[src/rtl/fifo_drain_ctrl.sv]
// Read-side drain engine for the synchronous FIFO: issues reads, captures data into a 2-entry skid buffer and streams it downstream.
// Optional empty-FIFO timeout/abort is compiled in when FIFO_DRAIN_TIMEOUT_EN is defined.

module fifo_drain_ctrl #(
  parameter int FIFO_WIDTH     = 16,
  parameter int LEN_WIDTH      = 8,
  parameter int TIMEOUT_CYCLES = 64
) (
  input  logic                  clk,
  input  logic                  rst,
  input  logic                  start,
  input  logic [LEN_WIDTH-1:0]  burst_len,
  input  logic                  fifo_empty,
  input  logic [FIFO_WIDTH-1:0] fifo_data_out,
  output logic                  fifo_rd_en,
  output logic                  m_valid,
  output logic [FIFO_WIDTH-1:0] m_data,
  input  logic                  m_ready,
  output logic                  busy,
  output logic                  done,
  output logic [LEN_WIDTH-1:0]  words_left,
  output logic                  abort
);

  // Downstream stream: a word moves when m_valid && m_ready on a rising edge;
  // m_valid never drops and m_data never changes while a word waits for m_ready.

  typedef enum logic [1:0] {
    IDLE  = 2'd0,
    RUN   = 2'd1,
    FLUSH = 2'd2,
    DONE  = 2'd3
  } state_t;

  state_t                state;
  state_t                state_next;
  logic [FIFO_WIDTH-1:0] skid_mem [2];
  logic                  wr_ptr;
  logic                  rd_ptr;
  logic                  inflight;
  logic [1:0]            occupancy;
  logic [2:0]            credit;
  logic                  pop;
  logic                  issue;
  logic                  start_ok;
  logic                  timeout_hit;

  assign start_ok = (state == IDLE) && start;
  assign m_valid  = (occupancy != 2'd0);
  assign m_data   = skid_mem[rd_ptr];
  assign pop      = m_valid && m_ready;

  // Slots still committed after this cycle's pop; counting the pop keeps one read per clock at full rate.
  assign credit = {1'b0, occupancy} + {2'b00, inflight} - {2'b00, pop};

  always_ff @(posedge clk or posedge rst) begin
    if (rst) begin
      state <= IDLE;
    end else begin
      state <= state_next;
    end
  end

  always_comb begin
    state_next = state;
    issue      = 1'b0;
    busy       = 1'b0;
    done       = 1'b0;
    case (state)
      IDLE: begin
        if (start) begin
          state_next = (burst_len == '0) ? DONE : RUN;
        end
      end
      RUN: begin
        busy  = 1'b1;
        issue = !fifo_empty && (words_left != '0) && (credit < 3'd2) && !timeout_hit;
        if (timeout_hit || (issue && (words_left == LEN_WIDTH'(1)))) begin
          state_next = FLUSH;
        end
      end
      FLUSH: begin
        busy = 1'b1;
        if (credit == 3'd0) begin
          state_next = DONE;
        end
      end
      DONE: begin
        done       = 1'b1;
        state_next = IDLE;
      end
      default: state_next = IDLE;
    endcase
  end

  assign fifo_rd_en = issue;

  always_ff @(posedge clk or posedge rst) begin
    if (rst) begin
      inflight    <= 1'b0;
      occupancy   <= 2'd0;
      wr_ptr      <= 1'b0;
      rd_ptr      <= 1'b0;
      words_left  <= '0;
      skid_mem[0] <= '0;
      skid_mem[1] <= '0;
    end else begin
      inflight <= issue;
      if (start_ok && (burst_len != '0)) begin
        words_left <= burst_len;
      end else if (issue) begin
        words_left <= words_left - LEN_WIDTH'(1);
      end
      if (inflight) begin
        skid_mem[wr_ptr] <= fifo_data_out;
        wr_ptr           <= ~wr_ptr;
      end
      if (pop) begin
        rd_ptr <= ~rd_ptr;
      end
      occupancy <= occupancy + {1'b0, inflight} - {1'b0, pop};
    end
  end

`ifdef FIFO_DRAIN_TIMEOUT_EN
  localparam int CNT_W = $clog2(TIMEOUT_CYCLES + 1);

  logic [CNT_W-1:0] empty_cnt;
  logic             abort_q;

  // Fires on the TIMEOUT_CYCLES-th consecutive empty cycle spent in RUN.
  assign timeout_hit = (state == RUN) && fifo_empty &&
                       (empty_cnt == CNT_W'(TIMEOUT_CYCLES - 1));
  assign abort       = abort_q;

  always_ff @(posedge clk or posedge rst) begin
    if (rst) begin
      empty_cnt <= '0;
      abort_q   <= 1'b0;
    end else begin
      if ((state == RUN) && fifo_empty) begin
        empty_cnt <= empty_cnt + CNT_W'(1);
      end else begin
        empty_cnt <= '0;
      end
      if (timeout_hit) begin
        abort_q <= 1'b1;
      end else if (start_ok) begin
        abort_q <= 1'b0;
      end
    end
  end
`else
  logic unused_timeout_cfg;

  assign unused_timeout_cfg = (TIMEOUT_CYCLES > 0);
  assign timeout_hit        = 1'b0;
  assign abort              = 1'b0;
`endif

endmodule
[config.mk]
export PLATFORM = sky130hd
export DESIGN_NAME = fifo_drain_ctrl
export DESIGN_NICKNAME = d
export VERILOG_FILES = /design/src/rtl/fifo_drain_ctrl.sv
export SDC_FILE = /design/constraint.sdc
export NUM_CORES = 1
export LEC_CHECK = 0
export CAP_MARGIN = 25
export CORE_UTILIZATION = 44
export CTS_CLUSTER_DIAMETER = 50
export DETAILED_ROUTE_END_ITERATION = 16
export PLACE_DENSITY_LB_ADDON = 0.08
export SLEW_MARGIN = 5
export SYNTH_ARGS = -nofsm -noshare
export SYNTH_HDL_FRONTEND = slang
export SYNTH_SLANG_ARGS = --single-unit
[constraint.sdc]
create_clock -name clk -period 2.7 [get_ports clk]
set_input_delay 0.54 -clock clk [delete_from_list [all_inputs] [get_ports clk]]
set_output_delay 0.54 -clock clk [all_outputs]
set_load 0.005 [all_outputs]
# Word level (Yosys, flattened, before mapping)
# Cells that the tools add are included.
[classes]
n_eq_ne = 7
mux = 16
n_reduce_logical = 17
bitwise = 4
n_lt_le_gt_ge = 4
addsub = 5
[ops]
columns = ["operator", "n"]
rows = [
  ["16-bit two-way mux", 4],
  ["32-bit bitwise mux", 1],
  ["16-bit demux with 1-bit select", 1],
  ["8-bit two-way mux", 2],
  ["8-bit nonzero test", 2],
  ["8-bit by 1-bit == test with 1-bit output, second input constant", 1],
  ["8-bit logical NOT", 1],
  ["2-bit two-way mux", 4],
  ["2-bit case mux with 4 select lines", 1],
  ["8-bit by 1-bit subtractor with 8-bit output, second input constant", 1],
  ["1-bit logical AND", 7],
  ["2-bit inequality test, second input constant", 3],
  ["2-bit == test, second input constant", 2],
  ["2-bit greater-or-equal comparator, second input constant", 2],
  ["1-bit inverter with 2-bit output", 2],
  ["2-bit nonzero test", 2],
  ["2-bit by 1-bit adder with 3-bit output", 1],
  ["3-bit logical NOT", 1],
  ["3-bit by 2-bit < comparator with 1-bit output, second input constant", 1],
  ["1-bit two-way mux", 3],
  ["3-bit AND reduction", 1],
  ["3-bit by 1-bit subtractor with 3-bit output", 1],
  ["2-bit by 1-bit adder with 2-bit output", 1],
  ["2-bit by 1-bit == test with 1-bit output, second input constant", 1],
  ["other kinds (6)", 7],
]
[word_totals]
regBits = 47

# Longest topological paths before layout
[logic_depth]
depth_word = 8
depth_mapped = 12

# Worst setup path before layout
# OpenSTA, ideal clock, no wires.
[synth_timing]
kind = "register -> output"
startpoint = "register occupancy[1]"
endpoint = "output fifo_rd_en"
setup_slack_ns = -0.152
n_path_buf = 0
path_stages_with_launch = 11
t_arrival_ns = 2.312
cell_sequence = "dfrtp_1 > inv_1 > nand2_1 > and2_1 > ha_1 > inv_1 > ha_1 > fa_1 > nor4b_4 > nand2_2 > inv_1"
[synth_between]
elab_chain_len = 6
elab_cells_between_ends = 7
classes_between = "add/sub: 2; order compare: 1; mux: 1; reduce/logical: 3"
[synth_rtl]
columns = ["item", "line_no", "text"]
rows = [
  ["start: declaration", "41", "logic [1:0] occupancy;"],
  ["start signal: assignment", "121", "occupancy <= occupancy + {1'b0, inflight} - {1'b0, pop};"],
  ["2-bit nonzero test", "49", "assign m_valid = (occupancy != 2'd0);"],
  ["via m_valid", "16", "output logic m_valid,"],
  ["1-bit logical AND", "51", "assign pop = m_valid && m_ready;"],
  ["via pop", "43", "logic pop;"],
  ["3-bit by 1-bit subtractor with 3-bit output", "54", "assign credit = {1'b0, occupancy} + {2'b00, inflight} - {2'b00, pop};"],
  ["via credit[1]", "42", "logic [2:0] credit;"],
  ["3-bit by 2-bit < comparator with 1-bit output", "77", "issue = !fifo_empty && (words_left != '0) && (credit < 3'd2) && !timeout_hit;"],
  ["1-bit logical AND", "77", ""],
  ["1-bit two-way mux", "69", "case (state)"],
  ["end: declaration", "15", "output logic fifo_rd_en,"],
]
# The timed path passes the listed nets, and every way through them passes these cells.

# Worst setup path after layout
[layout_timing]
startpoint = "register occupancy[1]"
endpoint = "output fifo_rd_en"
[layout_between]
elab_chain_len = 6
elab_cells_between_ends = 7
classes_between = "add/sub: 2; order compare: 1; mux: 1; reduce/logical: 3"
[layout_rtl]
columns = ["item", "line_no"]
rows = [
  ["2-bit nonzero test", "49"],
  ["1-bit logical AND", "51"],
  ["via pop", "43"],
  ["3-bit by 1-bit subtractor with 3-bit output", "54"],
  ["3-bit by 2-bit < comparator with 1-bit output", "77"],
  ["1-bit logical AND", "77"],
  ["1-bit two-way mux", "69"],
]
# The timed path passes the listed nets, and every way through them passes these cells.

==> flow_metrics.env <==
export IMPL_antennaDiodeCount=0
export IMPL_worstSetupStartpointType="register"
export IMPL_worst_slack_setup_final_ns=-0.3558
export IMPL_core_sq_um=5140
export IMPL_die_h_microns=75.24
export IMPL_multi_input_comb_area_sq_um=1185
export IMPL_post_synth_top_flop="dfrtp_1"
export IMPL_tritoncts_num_sinks=47
export IMPL_vdd_ir_drop_max_mv=0.5274
export IMPL_globalRouteTotalUtil_pct=18.38
export IMPL_synth_avg_cell_area_sq_um=12.97
export IMPL_rsz0062_at_grt="true"
export IMPL_cts_tree="built"
export IMPL_fin_worst_hold_slack_ns=0.4903
export IMPL_vias_per_cell=5.055
export IMPL_post_synthesis_instance_total=182
export IMPL_share_comb_of_total_power_pct=54.8
export IMPL_most_common_layout_cells="clkdlybuf4s50_1 (54), mux2_2 (51), dfrtp_1 (47)"
export IMPL_sw_frac_of_total_pct=31.80
export IMPL_io_pins=58
export IMPL_final_design_area_no_fill_sq_um=3316
export IMPL_sequentialPowerShare_pct=33.6
export IMPL_power_frac_clock_pct=11.6
export IMPL_drt_antenna_net_count=0
export IMPL_finalNetCount=299
export IMPL_drcViolationCount=0
export IMPL_synthesis_yosys_warnings=0
export IMPL_run_status="complete, but fails checks"
export IMPL_number_of_violations_reported_at_the_end_of_detailed_routing_iteration_0=40
export IMPL_finalSetupViolations=6
export IMPL_global_route_overflow_total=0
export IMPL_fmax_ghz=0.3272
export IMPL_fillCellCount=419
export IMPL_cts_max_level=2
export IMPL_drv_cap=0
export IMPL_seq_area_frac_synth_pct=49.84
export IMPL_initial_core_util_pct=45.91
export IMPL_grt_pass1_wl_mm=7.686
export IMPL_synthArstFlopShare_pct=100.0
export IMPL_mapped_nets=222
export IMPL_drt_pass1_iter_count=4
export IMPL_post_cts_hold_buffer_count=0
export IMPL_layout_cells_most_common="clkdlybuf4s50_1"
export IMPL_finalHoldViolations=0
export IMPL_ff_latch_area_sq_um=1176
export IMPL_timing_worst_slew_pin_value_ns=0.9912
export IMPL_power_report_internal_total_uw=2696
export IMPL_clock_root_buffer="clkbuf_8"
export IMPL_routed_vias=1668
export IMPL_antenna_found_initial=0
export IMPL_relSlewSlack_pct=33.92
export IMPL_post_synth_instance_area_sq_um=2360
export IMPL_crit_required_ns=2.16
export IMPL_netlist_cell_type_count=33
export IMPL_grt_start_max_net_pins=20
export IMPL_net_switching_power_uw=1257
export IMPL_power_density_nw_per_um2=1192
export IMPL_routed_wirelength_mm=4.806
export IMPL_io_buffers=56
export IMPL_worst_clock_skew_ns=0.003295
export IMPL_drive_gt1_share_pct=38.85
export IMPL_routabilityCongestion=0.8379
export IMPL_leakage_uw=0.001407
export IMPL_synth_seq_cells=47
export IMPL_final_min_clock_period_ns=3.056
export IMPL_numCtsBuffers=5
export IMPL_vias_in_the_first_global_route=1692
export IMPL_timing_final_max_slew_violations=0
export IMPL_synth_edff_count=0
export IMPL_post_dp_cell_area_sq_um=3104
export IMPL_worstSkewPairLatency_ns=0.29
export IMPL_detail_placement_hpwl_mm=3.553
export IMPL_timing_critical_path_arrival_ns=2.52
export IMPL_setup_worst_path_end_class="output pin"
export IMPL_syn_to_final_growth_pct=40.51
export IMPL_violations="negative setup slack"
export IMPL_die_width_microns=75.24
export IMPL_critPathKind="reg2out"
export IMPL_clk_path_buf_depth=2
export IMPL_placementRows=26
export IMPL_timing_critical_path_fanout_max=2
export IMPL_min_delay_path_class="reg2reg"
export IMPL_share_of_the_clock_period_used_by_the_worst_path_after_layout_pct=113.2
export IMPL_routedWlPerCell_microns=14.56
export IMPL_die_area_sq_um=5660
export IMPL_clk_transition_reported_paths_ns=0.08
## per-layer routing
metal / global-route usage [%] / part of all wire [%] / vias up / wire length, microns
li1: - / - / 781 / -
met1: 21.23 / 41 / 836 / 1977
met2: 33.43 / 52 / 44 / 2502
met3: 4.016 / 4.9 / 7 / 237
met4: 6.790 / 1.9 / 0 / 89
met5: 0 / 0 / - / 0
## worst max-delay path, cell delays in order, from the launching register on
cell and delay [ns]:
dfrtp_1 0.39, inv_2 0.07, nand2_2 0.06, and2_4 0.14, ha_4 0.25, inv_2 0.03
ha_4 0.14, fa_2 0.40, xnor2_4 0.16, nor4b_4 0.30, nand2_2 0.10, inv_2 0.07
buf_6 0.09
## worst paths after layout
kind | slack, ns | endpoint | depth (start not counted) | startpoint
min in group asynchronous | 0.55 | skid_mem[21] | 2 | rst
max in group asynchronous | 1.57 | rd_ptr | 3 | rst
worst min-delay path | 0.49 | wr_ptr | 1 | wr_ptr
worst max register to register | -0.11 | words_left[1] | 14 | occupancy[1]
worst max-delay path | -0.36 | fifo_rd_en | 12 | occupancy[1]
worst min register to register | 0.49 | wr_ptr | 1 | wr_ptr
## power by group through the flow
stage	sequential, uW	combinational [uW]	clock [uW]
finish	1330	2170	460
global route	1380	2360	507
CTS	1330	2050	479
detailed placement	1340	1980	0
global placement	1300	1920	0
floorplan	1260	1120	0
## flip-flops by register name, summed over array words and instances, names as in the netlist
register    cells
rd_ptr          1
occupancy       2
words_left      8
inflight        1
wr_ptr          1
skid_mem       32
state           2
## synth_stat cells, types with 3 or more instances
library cell | number | area, sq um
mux2_2 | 52 | 585.6
dfrtp_1 | 47 | 1176
inv_1 | 11 | 41.29
ha_1 | 10 | 125.1
nand2_1 | 7 | 26.28
nand4_1 | 5 | 31.28
nor2_1 | 5 | 18.77
xnor2_1 | 5 | 43.79
xor2_1 | 5 | 43.79
o21ai_1 | 4 | 20.02
buf_2 | 3 | 15.01
mux2i_1 | 3 | 30.03
## stage by stage
stage                     power [uW]  utilization (%)  std cells  setup TNS, ns  worst slack, ns
after floorplan                 2384                -        182       -0.06894         -0.06894
after global placement          3221            60.39        314         -4.786          -0.8669
after detailed placement        3320            60.39        314         -5.165          -0.8872
after CTS                       3864            63.32        327        -0.6220          -0.3524
after global routing            4248            64.51        330         -1.872          -0.4784
final                           3953            64.51        330        -0.7118          -0.3558
## layout make-up
type	count	area share (%)
Timing Repair Buffer	77	21.77
Tap cell	70	2.642
Clock buffer	7	2.906
Clock inverter	1	0.2264
Multi-Input combinational cell	117	35.74
Inverter	11	1.245
Sequential cell	47	35.47
## cells by family after synthesis
kind of cell / Yosys count / synth area share, %
AOI/OAI and AO/OA: 9 / 2.068
xor gates and xnor gates: 10 / 3.711
adders and majority gates: 11 / 6.151
buffers and inverters: 18 / 3.181
DFF: 47 / 49.84
muxes: 55 / 26.09
other: 1 / 0.1589
and+or+nand+nor: 31 / 8.803
## what timing repair did
| item | CTS | global route |
|---|---|---|
| gates resized for setup | 9 | 7 |
| endpoints found under the setup margin | 10 | 11 |
| setup buffers | 6 | 3 |
| pin swaps | 9 | 8 |
Power figures use the tool's default switching activity.
